## config.mk

```make
export PLATFORM = sky130hd
export DESIGN_NAME = tick_timer_flat
export DESIGN_NICKNAME = d
export VERILOG_FILES = /design/src/rtl/tick_timer_pkg.sv /design/src/rtl/tick_timer_if.sv /design/src/rtl/tick_timer_edge_sync.sv /design/src/rtl/tick_timer.sv /design/src/flat_wrapper.sv
export SDC_FILE = /design/constraint.sdc
export NUM_CORES = 1
export LEC_CHECK = 0
export BUFFER_PORTS_ARGS = -buffer_cell sky130_fd_sc_hd__clkbuf_2
export CAP_MARGIN = 20
export CORE_MARGIN = 10
export CORE_UTILIZATION = 60
export DETAILED_ROUTE_END_ITERATION = 10
export PLACE_DENSITY = 0.93
export SETUP_SLACK_MARGIN = 0.02
export SYNTH_ARGS = -nofsm -noshare
export SYNTH_HDL_FRONTEND = slang
export SYNTH_SLANG_ARGS = --single-unit
```

## constraint.sdc

```tcl
create_clock -name i_SYS_CLOCK -period 7.05 [get_ports i_SYS_CLOCK]
set_input_delay 1.0575 -clock i_SYS_CLOCK [delete_from_list [all_inputs] [get_ports i_SYS_CLOCK]]
set_output_delay 1.0575 -clock i_SYS_CLOCK [all_outputs]
set_load 0.1 [all_outputs]
```

## src/rtl/tick_timer_pkg.sv

```systemverilog
`default_nettype none
// ============================================================================
// Module      : tick_timer_pkg
// Description : Shared types and constants for the tick timer block.
// Revision    : 1.0 - initial release
// ============================================================================
package tick_timer_pkg;

    // Default width of the reload value and the tick counter
    localparam int c_default_width = 32;

    // Fewest synchroniser flops allowed on the divided-clock input
    localparam int c_min_sync_stages = 2;

    // Timer control states
    typedef enum logic [1:0] {
        IDLE = 2'd0,
        RUN  = 2'd1,
        DONE = 2'd2
    } state_t;

endpackage : tick_timer_pkg
`default_nettype wire

```

## src/rtl/tick_timer_if.sv

```systemverilog
`default_nettype none
// ============================================================================
// Module      : tick_timer_if
// Description : Control/status bundle between a timer user and tick_timer.
// Revision    : 1.0 - initial release
// ============================================================================
interface tick_timer_if
    import tick_timer_pkg::*;
#(
    parameter int WIDTH = c_default_width
) ();

    logic             i_ENABLE;
    logic             i_ONE_SHOT;
    logic             i_LOAD;
    logic [WIDTH-1:0] i_RELOAD;
    logic             o_TICK;
    logic [WIDTH-1:0] o_COUNT;
    logic             o_EXPIRE;
    logic             o_RUNNING;

    // Side that controls the timer and watches its status
    modport master (
        output i_ENABLE, i_ONE_SHOT, i_LOAD, i_RELOAD,
        input  o_TICK, o_COUNT, o_EXPIRE, o_RUNNING
    );

    // The timer itself
    modport slave (
        input  i_ENABLE, i_ONE_SHOT, i_LOAD, i_RELOAD,
        output o_TICK, o_COUNT, o_EXPIRE, o_RUNNING
    );

endinterface : tick_timer_if
`default_nettype wire

```

## src/rtl/tick_timer_edge_sync.sv

```systemverilog
`default_nettype none
// ============================================================================
// Module      : edge_sync
// Description : Synchronises an asynchronous level into the system clock
//               domain and emits a registered one-cycle pulse per rising edge.
// Revision    : 1.0 - initial release
// ============================================================================
module edge_sync
    import tick_timer_pkg::*;
#(
    parameter int SYNC_STAGES = c_min_sync_stages
) (
    input  wire logic i_SYS_CLOCK,
    input  wire logic i_RESET_N,
    input  wire logic i_ASYNC,
    output logic      o_RISE
);

    // A chain shorter than the minimum is quietly lengthened
    localparam int c_stages = (SYNC_STAGES < c_min_sync_stages) ? c_min_sync_stages : SYNC_STAGES;

    logic [c_stages-1:0] sync_q, sync_d;
    // Marks which chain positions hold a real post-reset sample rather than
    // the reset value, so a zero left over from reset cannot prime the detector.
    logic [c_stages-1:0] vld_q, vld_d;
    logic                edge_q, edge_d;
    logic                primed_q, primed_d;
    logic                rise_q, rise_d;

    // Shift the input through the chain and form the rising-edge pulse
    always_comb begin
        sync_d   = {sync_q[c_stages-2:0], i_ASYNC};
        vld_d    = {vld_q[c_stages-2:0], 1'b1};
        edge_d   = sync_q[c_stages-1];
        primed_d = primed_q | (vld_q[c_stages-1] & ~sync_q[c_stages-1]);
        rise_d   = primed_q & sync_q[c_stages-1] & ~edge_q;
    end

    // Register the chain, history, primed flag and pulse
    always_ff @(posedge i_SYS_CLOCK) begin
        if (!i_RESET_N) begin
            sync_q   <= '0;
            vld_q    <= '0;
            edge_q   <= 1'b0;
            primed_q <= 1'b0;
            rise_q   <= 1'b0;
        end else begin
            sync_q   <= sync_d;
            vld_q    <= vld_d;
            edge_q   <= edge_d;
            primed_q <= primed_d;
            rise_q   <= rise_d;
        end
    end

    assign o_RISE = rise_q;

endmodule : edge_sync
`default_nettype wire

```

## src/rtl/tick_timer.sv

```systemverilog
`default_nettype none
// ============================================================================
// Module      : tick_timer
// Description : Programmable down-counter of divided-clock ticks with
//               periodic and one-shot expiry.
// Revision    : 1.0 - initial release
// ============================================================================
module tick_timer
    import tick_timer_pkg::*;
#(
    parameter int WIDTH       = c_default_width,
    parameter int SYNC_STAGES = c_min_sync_stages
) (
    input  wire logic    i_SYS_CLOCK,
    input  wire logic    i_RESET_N,
    input  wire logic    i_TICK_CLOCK,
    tick_timer_if.slave  bus
);

    localparam logic [WIDTH-1:0] c_one  = WIDTH'(1);
    localparam logic [WIDTH-1:0] c_zero = '0;

    state_t           state_q, state_d;
    logic [WIDTH-1:0] count_q, count_d;
    logic [WIDTH-1:0] reload_q, reload_d;
    logic             expire_q, expire_d;
    logic             w_tick;

    edge_sync #(
        .SYNC_STAGES (SYNC_STAGES)
    ) u_edge_sync (
        .i_SYS_CLOCK (i_SYS_CLOCK),
        .i_RESET_N   (i_RESET_N),
        .i_ASYNC     (i_TICK_CLOCK),
        .o_RISE      (w_tick)
    );

    // Next state, count and expiry; a load overrides everything else
    always_comb begin
        state_d  = state_q;
        count_d  = count_q;
        reload_d = reload_q;
        expire_d = 1'b0;

        if (bus.i_LOAD) begin
            count_d  = bus.i_RELOAD;
            reload_d = bus.i_RELOAD;
            state_d  = (bus.i_ENABLE && (bus.i_RELOAD != c_zero)) ? RUN : IDLE;
        end else begin
            case (state_q)
                IDLE: begin
                    if (bus.i_ENABLE && (count_q != c_zero)) begin
                        state_d = RUN;
                    end
                end
                RUN: begin
                    // Disabling wins over a coincident tick, which is lost
                    if (!bus.i_ENABLE) begin
                        state_d = IDLE;
                    end else if (w_tick) begin
                        if (count_q > c_one) begin
                            count_d = count_q - c_one;
                        end else if (count_q == c_one) begin
                            expire_d = 1'b1;
                            if (bus.i_ONE_SHOT) begin
                                count_d = c_zero;
                                state_d = DONE;
                            end else begin
                                count_d = reload_q;
                            end
                        end
                    end
                end
                DONE: begin
                    if (!bus.i_ENABLE) begin
                        state_d = IDLE;
                    end
                end
                default: begin
                    state_d = IDLE;
                end
            endcase
        end
    end

    // State, counter, reload and expiry registers
    always_ff @(posedge i_SYS_CLOCK) begin
        if (!i_RESET_N) begin
            state_q  <= IDLE;
            count_q  <= c_zero;
            reload_q <= c_zero;
            expire_q <= 1'b0;
        end else begin
            state_q  <= state_d;
            count_q  <= count_d;
            reload_q <= reload_d;
            expire_q <= expire_d;
        end
    end

    assign bus.o_TICK    = w_tick;
    assign bus.o_COUNT   = count_q;
    assign bus.o_EXPIRE  = expire_q;
    assign bus.o_RUNNING = (state_q == RUN);

endmodule : tick_timer
`default_nettype wire

```

## src/flat_wrapper.sv

```systemverilog
// flat-port wrapper written by rule: the top's interface ports become plain ports
module tick_timer_flat import tick_timer_pkg::*;
#(
    parameter int WIDTH       = c_default_width,
    parameter int SYNC_STAGES = c_min_sync_stages
)
  (i_SYS_CLOCK, i_RESET_N, i_TICK_CLOCK, bus_i_ENABLE, bus_i_ONE_SHOT, bus_i_LOAD, bus_i_RELOAD, bus_o_TICK, bus_o_COUNT, bus_o_EXPIRE, bus_o_RUNNING);
  tick_timer_if #(.WIDTH(WIDTH)) bus_i ();
  input  wire logic i_SYS_CLOCK;
  input  wire logic i_RESET_N;
  input  wire logic i_TICK_CLOCK;
  input wire logic [$bits(bus_i.i_ENABLE)-1:0] bus_i_ENABLE;
  input wire logic [$bits(bus_i.i_ONE_SHOT)-1:0] bus_i_ONE_SHOT;
  input wire logic [$bits(bus_i.i_LOAD)-1:0] bus_i_LOAD;
  input wire logic [$bits(bus_i.i_RELOAD)-1:0] bus_i_RELOAD;
  output wire logic [$bits(bus_i.o_TICK)-1:0] bus_o_TICK;
  output wire logic [$bits(bus_i.o_COUNT)-1:0] bus_o_COUNT;
  output wire logic [$bits(bus_i.o_EXPIRE)-1:0] bus_o_EXPIRE;
  output wire logic [$bits(bus_i.o_RUNNING)-1:0] bus_o_RUNNING;
  assign bus_i.i_ENABLE = bus_i_ENABLE;
  assign bus_i.i_ONE_SHOT = bus_i_ONE_SHOT;
  assign bus_i.i_LOAD = bus_i_LOAD;
  assign bus_i.i_RELOAD = bus_i_RELOAD;
  assign bus_o_TICK = bus_i.o_TICK;
  assign bus_o_COUNT = bus_i.o_COUNT;
  assign bus_o_EXPIRE = bus_i.o_EXPIRE;
  assign bus_o_RUNNING = bus_i.o_RUNNING;
  tick_timer #(.WIDTH(WIDTH), .SYNC_STAGES(SYNC_STAGES)) u_core (.i_SYS_CLOCK(i_SYS_CLOCK), .i_RESET_N(i_RESET_N), .i_TICK_CLOCK(i_TICK_CLOCK), .bus(bus_i));
endmodule
```

### After elaboration in Yosys (flattened, before gate mapping)

Cells that the tools add are included.
W data, S select, Z words.

| word-level totals | value |
|---|---|
| register bits after elaboration | 74 |
| input port bits | 38 |

| cells by class | value |
|---|---|
| bitwise logic cells | 10 |
| add/subtract/negate cells | 1 |
| reduce and logical (&&, ||, !) cells | 12 |
| $lt $le $gt $ge | 1 |
| mux-type cells | 19 |
| equal/unequal tests | 9 |

Operator list:

| cell | number |
|---|---|
| $mux W32 | 7 |
| $reduce_bool A32 Y1 | 2 |
| $eq A32 B1 Y1 const B | 1 |
| $gt A32 B1 Y1 const B | 1 |
| $sub A32 B1 Y32 const B | 1 |
| $mux W2 | 8 |
| $ne A4 B3 Y1 const B | 2 |
| $ne A4 B4 Y1 const B | 2 |
| $not A1 Y1 | 6 |
| $pmux W2 S3 | 1 |
| $reduce_and A6 Y1 | 1 |
| $reduce_bool A2 Y1 | 3 |
| $reduce_or A6 Y1 | 1 |
| $reduce_and A4 Y1 | 1 |
| $and A1 B1 Y1 | 3 |
| $mux W1 | 3 |
| $ne A3 B2 Y1 const B | 1 |
| $ne A3 B3 Y1 const B | 1 |
| $reduce_bool A3 Y1 | 1 |
| $eq A2 B1 Y1 const B | 1 |
| $eq A2 B2 Y1 const B | 1 |
| $logic_and A1 B1 Y1 | 2 |
| $logic_not A2 Y1 | 1 |
| $or A1 B1 Y1 | 1 |

### Longest topological paths before layout

Gate-level depths: netlist of run 1.

| logic depth | value |
|---|---|
| depth in word-level cells | 7 |
| mapped depth | 11 |

### By module

Synthesis of run 1 repeated with hierarchy kept, for this count alone.

| unflattened totals | value |
|---|---|
| cell total of the unflattened synthesis | 465 |
| area total of the unflattened synthesis | 4093.9 um^2 |

Modules (own cells, without submodules):

| module | times used | cells an instance | area each (um^2) | sequential area each (um^2) |
|---|---|---|---|---|
| tick_timer | 1 | 451 | 3900.0 | 1341.3 |
| edge_sync | 1 | 14 | 193.9 | 140.1 |

### Worst setup path after synthesis of run 1

OpenSTA, ideal clock, no wires.

| timing path | value |
|---|---|
| kind | flip-flop to flip-flop |
| from | register u_core.count_q[12], in the netlist u_core.bus.o_COUNT[12] |
| to | register u_core.state_q[1] |
| path slack | 4014 ps |
| data arrival time | 2948 ps |
| data required time | 6961 ps |
| cell stages (with the launch flop) | 8 |
| cell sequence | dfxtp_1 or4_4 or4_4 buf_6 or4_4 clkinv_1 a31oi_1 nor4b_2 |

| on the way | value |
|---|---|
| cells in the longest elaborated chain, start to end | 4 |

RTL lines:

| item | line | text |
|---|---|---|
| start, declared | tick_timer.sv:24 | `logic [WIDTH-1:0] count_q, count_d;` |
| start signal, assigned | tick_timer.sv:90 | `count_q <= c_zero;` |
| start signal, assigned | tick_timer.sv:95 | `count_q <= count_d;` |
| parallel branches: the longest is 3 deep, another holds $gt A32 B1 Y1 | - |  |
| $reduce_and A6 Y1 (no source line) * | - |  |
| end signal, assigned | tick_timer.sv:94 | `state_q <= state_d;` |
| end, declared | tick_timer.sv:23 | `state_t state_q, state_d;` |

Every way passes the cells marked *.
A chain may end at the register's enable or synchronous reset.

### Final worst setup path of run 1

| timing path | value |
|---|---|
| from | input bus_i_LOAD |
| to | register u_core.count_q[28], in the netlist u_core.bus.o_COUNT[28] |

| on the way | value |
|---|---|
| cells in the longest elaborated chain, start to end | 2 |

RTL lines:

| item | line | text |
|---|---|---|
| start, declared | flat_wrapper.sv:14 | `input wire logic [$bits(bus_i.i_LOAD)-1:0] bus_i_LOAD;` |
| $reduce_bool A3 Y1 (no source line) / $reduce_bool A2 Y1 (equally long branches) | - |  |
| $reduce_and A4 Y1 (no source line) | - |  |

Parallel ways exist; a longest one is shown, timed or not.

==> results of run 1 <==
## path summary, 6_finish.rpt
path,startpoint,to,slack (ns),cells past startpoint
hold / removal,u_core.u_edge_sync.edge_q,u_core.u_edge_sync.o_RISE,0.41,1
setup reg to reg,u_core.bus.o_COUNT[16],u_core.bus.o_COUNT[5],3.61,7
setup / recovery,bus_i_LOAD,u_core.bus.o_COUNT[28],3.47,7
hold reg to reg,u_core.u_edge_sync.edge_q,u_core.u_edge_sync.o_RISE,0.41,1
## registers in the layout, summed over array words and instances, names as in the netlist
signal and flops:
u_core.bus.o_COUNT 32, u_core.bus.o_EXPIRE 1, u_core.reload_q 32, u_core.state_q 2
u_core.u_edge_sync.edge_q 1, u_core.u_edge_sync.o_RISE 1, u_core.u_edge_sync.primed_q 1, u_core.u_edge_sync.sync_q 2
u_core.u_edge_sync.vld_q 2
## critical path: cells and delay by family
kind            cells  cell delay, ns
compound gates      1            0.18
simple gates        3            1.06
buf+inv             3            1.44
## area by class of cell
class	instances	area (um2)	share of cell area, %
inverters	10	37.54	0.8269
multi-input cells	367	2312	50.94
repair buffers	75	382.9	8.434
flip-flops and latches	74	1481	32.64
clock inverters	4	73.82	1.626
well taps	77	96.34	2.122
clock buffers	12	155.1	3.418
## report_power, final
| group | internal, mW | leakage, nW | total (mW) | switching (mW) |
|---|---|---|---|---|
| registers | 0.442 | 0.610 | 0.468 | 0.0262 |
| clock network | 0.219 | 0.117 | 0.383 | 0.164 |
| logic | 0.0749 | 1.22 | 0.264 | 0.189 |
## cell usage in the layout, fill, tap and decap left out, drive strengths merged, types with 2 or more instances in the layout
| cell | count |
|---|---|
| a211oi | 4 |
| a21oi | 42 |
| a221oi | 3 |
| a22oi | 22 |
| a311oi | 2 |
| a31oi | 8 |
| and2 | 6 |
| and3 | 19 |
| buf | 4 |
| bufinv | 2 |
| clkbuf | 83 |
| clkinv | 3 |
| dfxtp | 74 |
| ha | 3 |
| inv | 9 |
| mux2i | 27 |
| nand2 | 23 |
| nand3 | 10 |
| nand4 | 8 |
| nor2 | 62 |
| nor3 | 11 |
| nor3b | 3 |
| nor4 | 21 |
| nor4b | 3 |
| o21a | 2 |
| o21ai | 22 |
| o21bai | 2 |
| o22ai | 7 |
| o311a | 5 |
| o31ai | 3 |
| o32ai | 4 |
| or3 | 5 |
| or4 | 7 |
| xnor2 | 10 |
| xor2 | 9 |
## metrics by stage
| stage | util [%] | cell area [um2] | power (mW) | worst slack [ns] | hold slack (ns) |
|---|---|---|---|---|---|
| finish | 70.68 | 4539 | 1.116 | 3.473 | 0.4059 |
| global route | 70.68 | 4539 | 1.153 | 3.355 | 0.4194 |
| CTS | 70.68 | 4539 | 1.110 | 3.585 | 0.4105 |
| detailed placement | 67.11 | 4310 | 0.7353 | 3.240 | 0.3996 |
| global placement | 67.11 | 4310 | 0.7284 | 3.347 | 0.3833 |
| floorplan | - | 4004 | 0.6781 | 4.014 | 0.3736 |
## per-layer routing
layer | part of all wire, % | vias to the layer above
met5 | 0 | -
met4 | 2.5 | 0
met3 | 11 | 36
met2 | 47 | 263
met1 | 39 | 1891
li1 | - | 1903
## synthesized netlist by cell type (4+ instances only)
library cell / number / area share (%)
nor4_1: 20 / 3.1
a211oi_1: 4 / 0.75
nor2_1: 62 / 5.8
o22ai_1: 7 / 1.1
o21ai_0: 22 / 2.8
dfxtp_1: 74 / 37
xnor2_1: 10 / 2.2
mux2i_1: 27 / 6.8
nand4_1: 8 / 1.3
xor2_1: 9 / 2.0
nand3_1: 10 / 1.3
nor3_1: 10 / 1.3
or4_1: 4 / 0.75
clkbuf_1: 18 / 1.7
inv_1: 8 / 0.75
and3_1: 18 / 2.8
nand2_1: 23 / 2.2
buf_2: 8 / 1.0
a21oi_1: 42 / 5.2
o32ai_1: 4 / 0.87
o311a_1: 5 / 1.3
a31oi_1: 8 / 1.3
and2_1: 6 / 0.94
a22oi_1: 22 / 4.1
## cells by family after synthesis
kind of cell	synth area share (%)
AO/OA/AOI/OAI	21.44
buffers and inverters	5.250
XOR/XNOR	4.156
adder cells (fa/ha/maj)	0.9376
multiplexers	6.750
AND/OR/NAND/NOR	24.47
flip-flops	37.00
==> impl_summary.md, run 1 <==
Outcome
The run finished with clean final reports.

Detailed routing
The number of nets still failing antenna checks after routing is 0. The number of DRC markers after the initial detailed-route iteration is 516. In the routed design, unresolved DRC markers number 0.

Summed over all layers, the routed wires come to 11,760 um. The vias after detailed routing is roughly 4,100. The detailed-route wire length per cell is 18.99 um. Dividing the detail-routed via count by the number of cells gives 6.612. The iteration count of the initial detailed-routing pass is 5.

Cells and area
The area growth from synthesis to final layout is 13.37%. The number of filler instances in the final layout is 512. The fraction of final layout cells with drive strength greater than 1 is 19.37%.

The finished layout holds 619 standard cells, fillers aside. The net count of the finished layout is 578. The number of antenna diodes in the final layout is 0.

CTS
The clock sink total is 74. The cell sitting at the root of the clock tree is a clkbuf_8. Gates resized during post-CTS repair numbered 0.

The total CTS buffers is 9. The clock network latency to the later pin of the worst-skew pair is 0.36 ns. The worst-case clock buffer depth is 2.

CTS built an H-tree with a depth of 3. TritonCTS built the clock tree. Hold repair after CTS inserted 0 buffers.

After clock tree synthesis, the clock-pin slew on the worst setup and hold paths is about 0.080 ns. The post-CTS setup buffer count is 0.

Job
The max-cap violation count is 0.

Global route
The initial antenna violation count is 0. The number of global-route vias before repair is roughly 4,000. In the global route stage, overall resource usage came out at 22.27%. Global routing used 35.74% of the available met2 tracks.

Entering global routing, the biggest net connects 63 pins. The most congested layer reported by global routing is met2. The global-route wire length before repair is approximately 19,000 um. The global-route track usage on met1 is 27.52%. The routing usage on met3 is approximately 5.8%. Global routing finished with a remaining overflow of 0.

STA
The number of pins with negative max-slew slack in the final report is 0. The share of the clock period used by the worst path after layout is 50.74%. The count of endpoints failing hold in the final timing report is 0.

The minimum clock period after layout is 3.577 ns. The maximum achievable frequency is around 280 MHz. The worst-margin pin slew is 1.075 ns. The setup TNS is 0 ns. The number of setup violations in the final report is 0. The worst pin sits at a relative slew slack of 28.33%. The worst clock skew is 0.007690 ns. Setup repair after global routing left no endpoint under its margin.

Setup path
By startpoint and endpoint, the worst setup path is classified as input pin to register. STA classifies the critical path startpoint as an input pin. The kind of end point of the critical path is a register. The cell with the largest stage delay on the worst path is buf_2. The arrival time of data at the critical path endpoint is 3.77 ns. Traced cell by cell, the critical path runs through buf_2 -> buf_4 -> inv_1 -> and3_2 -> and3_1 -> nand2_1 -> o32ai_1. On the worst path, the slowest cell contributes a delay of ~0.6 ns.

Along the worst path, the maximum fanout reaches 40. STA puts the critical path data required time at 7.24 ns.

Synthesis
The number of storage elements in the synthesis netlist is 74. A synthesized cell averages 8.272 um2. Counting every instance in the synthesized netlist gives 484.

The number of different library cells used by synthesis comes to between 50 and 60. The most used flip-flop cell after synthesis is dfxtp_1. The part of the Yosys area used for sequential elements is 37.00%. The fraction of registers with async set/reset is 0%. Yosys mapped a number of flops with a built-in enable equal to 0. The warning count from the yosys run is 0. Counting every net in the synthesized netlist gives 525. The netlist area before placement is ~4000 um2.

Placement
Counting tap cells, the placed design contains a total of 603 instances. Routability-driven placement finished with a final weighted congestion of 0.8916. In this run the tool buffered the top-level ports with 72 buffer cells. The HPWL after detailed placement is 7950 um.

Floorplan
The area of the core is around 6400 um2. The floorplan has 29 rows. During I/O placement, the number of pins put on the boundary was 73. The initial utilization of the core area, before any placement, comes to 62.34%.

The area enclosed by the die boundary is 10,340 um2. From bottom edge to top edge, the die measures ~100 um. The die width is 101.7 um.

Power
Dividing total power by cell area gives a power density of approximately 250 nW/um2. The worst-case IR drop observed on VDD is 0.0001508 V. In this run the static leakage power is about 2 nW.

Min path
In this run the worst hold path is classified as register to register.
(Power assumes the default switching activity.)
==> inputs of run 2 (changes only) <==
--- a/config.mk
+++ b/config.mk
@@ -8,9 +8,9 @@
 export BUFFER_PORTS_ARGS = -buffer_cell sky130_fd_sc_hd__clkbuf_2
 export CAP_MARGIN = 20
 export CORE_MARGIN = 10
-export CORE_UTILIZATION = 60
+export CORE_UTILIZATION = 56
 export DETAILED_ROUTE_END_ITERATION = 10
-export PLACE_DENSITY = 0.93
+export PLACE_DENSITY = 0.88
 export SETUP_SLACK_MARGIN = 0.02
 export SYNTH_ARGS = -nofsm -noshare
 export SYNTH_HDL_FRONTEND = slang
==> constraint.sdc (replaced) <==
create_clock -name i_SYS_CLOCK -period 3.4 [get_ports i_SYS_CLOCK]
set_input_delay 0.51 -clock i_SYS_CLOCK [delete_from_list [all_inputs] [get_ports i_SYS_CLOCK]]
set_output_delay 0.51 -clock i_SYS_CLOCK [all_outputs]
set_load 0.1 [all_outputs]
==> run 2 against run 1 <==
- count of clock-buffer cells in the layout stayed put
- final cell count is 4.0% higher
- critical path depth decreased by 1
- largest power group unchanged
==> impl_summary.md, run 2 (synthesis gave the netlist of run 1 again) <==
Setup path
The critical path runs through a total of 6 cells. The cell with the largest stage delay on the worst path is nor4_1. The arrival time of data at the critical path endpoint is 3.20 ns.

Counting cells, the worst reg-to-reg path comes to 6. The kind of end point of the critical path is a register. STA classifies the critical path startpoint as a register.

The largest single stage delay on the critical path is 0.61 ns. The critical path is of the register to register type. The number of buffers and inverters on the critical path is 0.

Among cell families on the critical path, the largest total delay comes from simple AND/OR/NAND/NOR gates. In this run the worst path has a maximum fanout of 14. The critical path goes through or4_4 -> nor4_1 -> nand4_1 -> and3_1 -> nand2_1 -> o32ai_1.

STA puts the critical path data required time at 3.59 ns.

Placement
The total of buffers placed on input and output ports is between 70 and 80. The HPWL after detailed placement is 8276 um. The number of placed instances, taps included, is 628. The final estimated routing congestion in global placement is 0.9106.

CTS
The longest clock path from root to sink contains 2 buffers. Clock-pin slew was measured on the worst setup and hold paths at 0.08 ns. CTS built an H-tree with a depth of 3. The clock sink total is 74. The quantity of gates resized following cts is 0. The post-CTS setup buffer count is 0. The clock network latency to the later pin of the worst-skew pair is 0.36 ns.

The number of buffers added to fix hold violations after cts is 0. The root buffer selected by CTS is clkbuf_8. TritonCTS built the clock tree. The total CTS buffers is 9.

STA
The share of the clock period used by the worst path after layout is about nine tenths. The count of endpoints failing hold in the final timing report is 0. The minimum clock period after layout is 3.013 ns. Between clock sinks in the finished design, the worst skew comes to approximately 0.01 ns.

Setup repair after global routing left no endpoint under its margin. After routing, the total negative slack on setup checks comes to 0 ns. The number of setup violations in the final report is 0. The number of pins with negative max-slew slack in the final report is 0.

The worst-case headroom to the max-slew limit is 35.96%. The maximum achievable frequency is approximately 330 MHz. The worst-margin pin slew is about 0.96 ns.

Global route
The largest net degree at the start of global routing is 78. The number of global-route vias before repair is 4,047. Summed over all layers, the global routing overflow is 0. The global routing usage summed across all routing layers is about a fifth. The first global-routing pass estimated 19,680 um of wire. The initial antenna violation count is 0.

Outcome
The run finished with clean final reports.

Job
Max-cap violations in this run came to 0.

Detailed routing
After detailed routing, the number of vias per cell comes to between 6 and 7. After detailed routing, the average wire length per cell comes to 18.49 um. The iteration count of the initial detailed-routing pass is 5. The total wire length after detailed routing is 11,910 um.

The detailed router finished its first iteration with 420 violations. Once detail routing completed, the nets flagged for antenna violations numbered 0. The number of DRC violations after detailed routing is 0.

The vias after detailed routing is 4,138.

Floorplan
Measured along the y axis, the die boundary spans about 100 um. The initial standard-cell utilization of the core is 58.29%. The area enclosed by the die boundary is 10,930 um2.

The floorplan has 30 rows. The die width is 104.6 um. During I/O placement, the number of pins put on the boundary was 73.

The area of the core is 6869 um2.

Power
IR analysis of the VDD net gives a maximum drop of 0.0003259 V. After layout, the design draws a total of 2.329 mW. Dividing total power by cell area gives a power density of 504.5 nW/um2. For this design the static power due to leakage is 1.981 nW.

Cells and area
From synthesis to final layout, the design area changed by 15.31%. The final cell count without fillers is 644. The final layout contains 584 nets. The post-route netlist has 20.44% of its cells at a drive strength greater than 1. The repair_antennas step left the layout with diodes totalling 0.

The library cells used most frequently in the layout, excluding fill and tap cells, are dfxtp_1, clkbuf_2, nor2_1. The most common cell after layout, fill and taps aside is dfxtp_1.

Min path
The depth of the worst hold-timing path is 2. The tightest min-delay check is of the input pin to register type.
-- run 2: cell count changes in the layout (fill, tap and decap cells not counted) --
cell        before  now
clkbuf_8        11   12
clkinv_4         1    0
buf_4            3    9
clkbuf_1         1    0
clkinvlp_4       0    1
-- run 2: layer usage --
| layer | vias to the layer above | part of all wire [%] | track usage [%] |
|---|---|---|---|
| met2 | 252 | 47 | 34.11 |
| met1 | 1939 | 42 | 26.47 |
| met3 | 25 | 9.2 | 5.467 |
| met4 | 0 | 2.0 | 8.549 |
| met5 | - | 0 | 0 |
| li1 | 1922 | - | - |
-- run 2: worst reg2reg max path, stage by stage (launching register included) --
cell	delay, ns
dfxtp_1	0.37
or4_4	0.59
nor4_1	0.61
nand4_1	0.23
and3_1	0.39
nand2_1	0.46
o32ai_1	0.18
-- run 2: final timing paths --
path,from,to,slack [ns]
max,u_core.bus.o_COUNT[12],u_core.bus.o_COUNT[20],0.39
min,i_TICK_CLOCK,u_core.u_edge_sync.sync_q[0],0.36
min reg2reg,u_core.u_edge_sync.edge_q,u_core.u_edge_sync.o_RISE,0.40
max reg2reg,u_core.bus.o_COUNT[12],u_core.bus.o_COUNT[20],0.39
-- run 2: cell type report --
| cell class | count | area [um2] |
|---|---|---|
| Sequential cell | 74 | 1481 |
| Tap cell | 96 | 120.1 |
| Clock buffer | 12 | 165.2 |
| Fill cell | 599 | 2252 |
| Clock inverter | 4 | 72.57 |
| Inverter | 10 | 37.54 |
| Timing Repair Buffer | 81 | 427.9 |
| Multi-Input combinational cell | 367 | 2312 |
-- run 2: report_power, final --
| group | total, mW | internal (mW) | switching (mW) |
|---|---|---|---|
| logic | 0.552 | 0.160 | 0.392 |
| clock network | 0.806 | 0.472 | 0.333 |
| registers | 0.972 | 0.916 | 0.0557 |
| total | 2.33 | 1.55 | 0.781 |
-- run 2: metrics by stage --
stage          cell area, um2  worst slack [ns]  utilization, %  hold slack (ns)
6_report                 4617            0.3873           67.21           0.3619
5_1_grt                  4617            0.1674           67.21           0.3537
4_1_cts                  4617            0.4615           67.21           0.3526
3_5_place_dp             4379            0.4945           63.75           0.3926
3_3_place_gp             4379            0.6578           63.75           0.3800
2_1_floorplan            4004            0.3635               -           0.3736
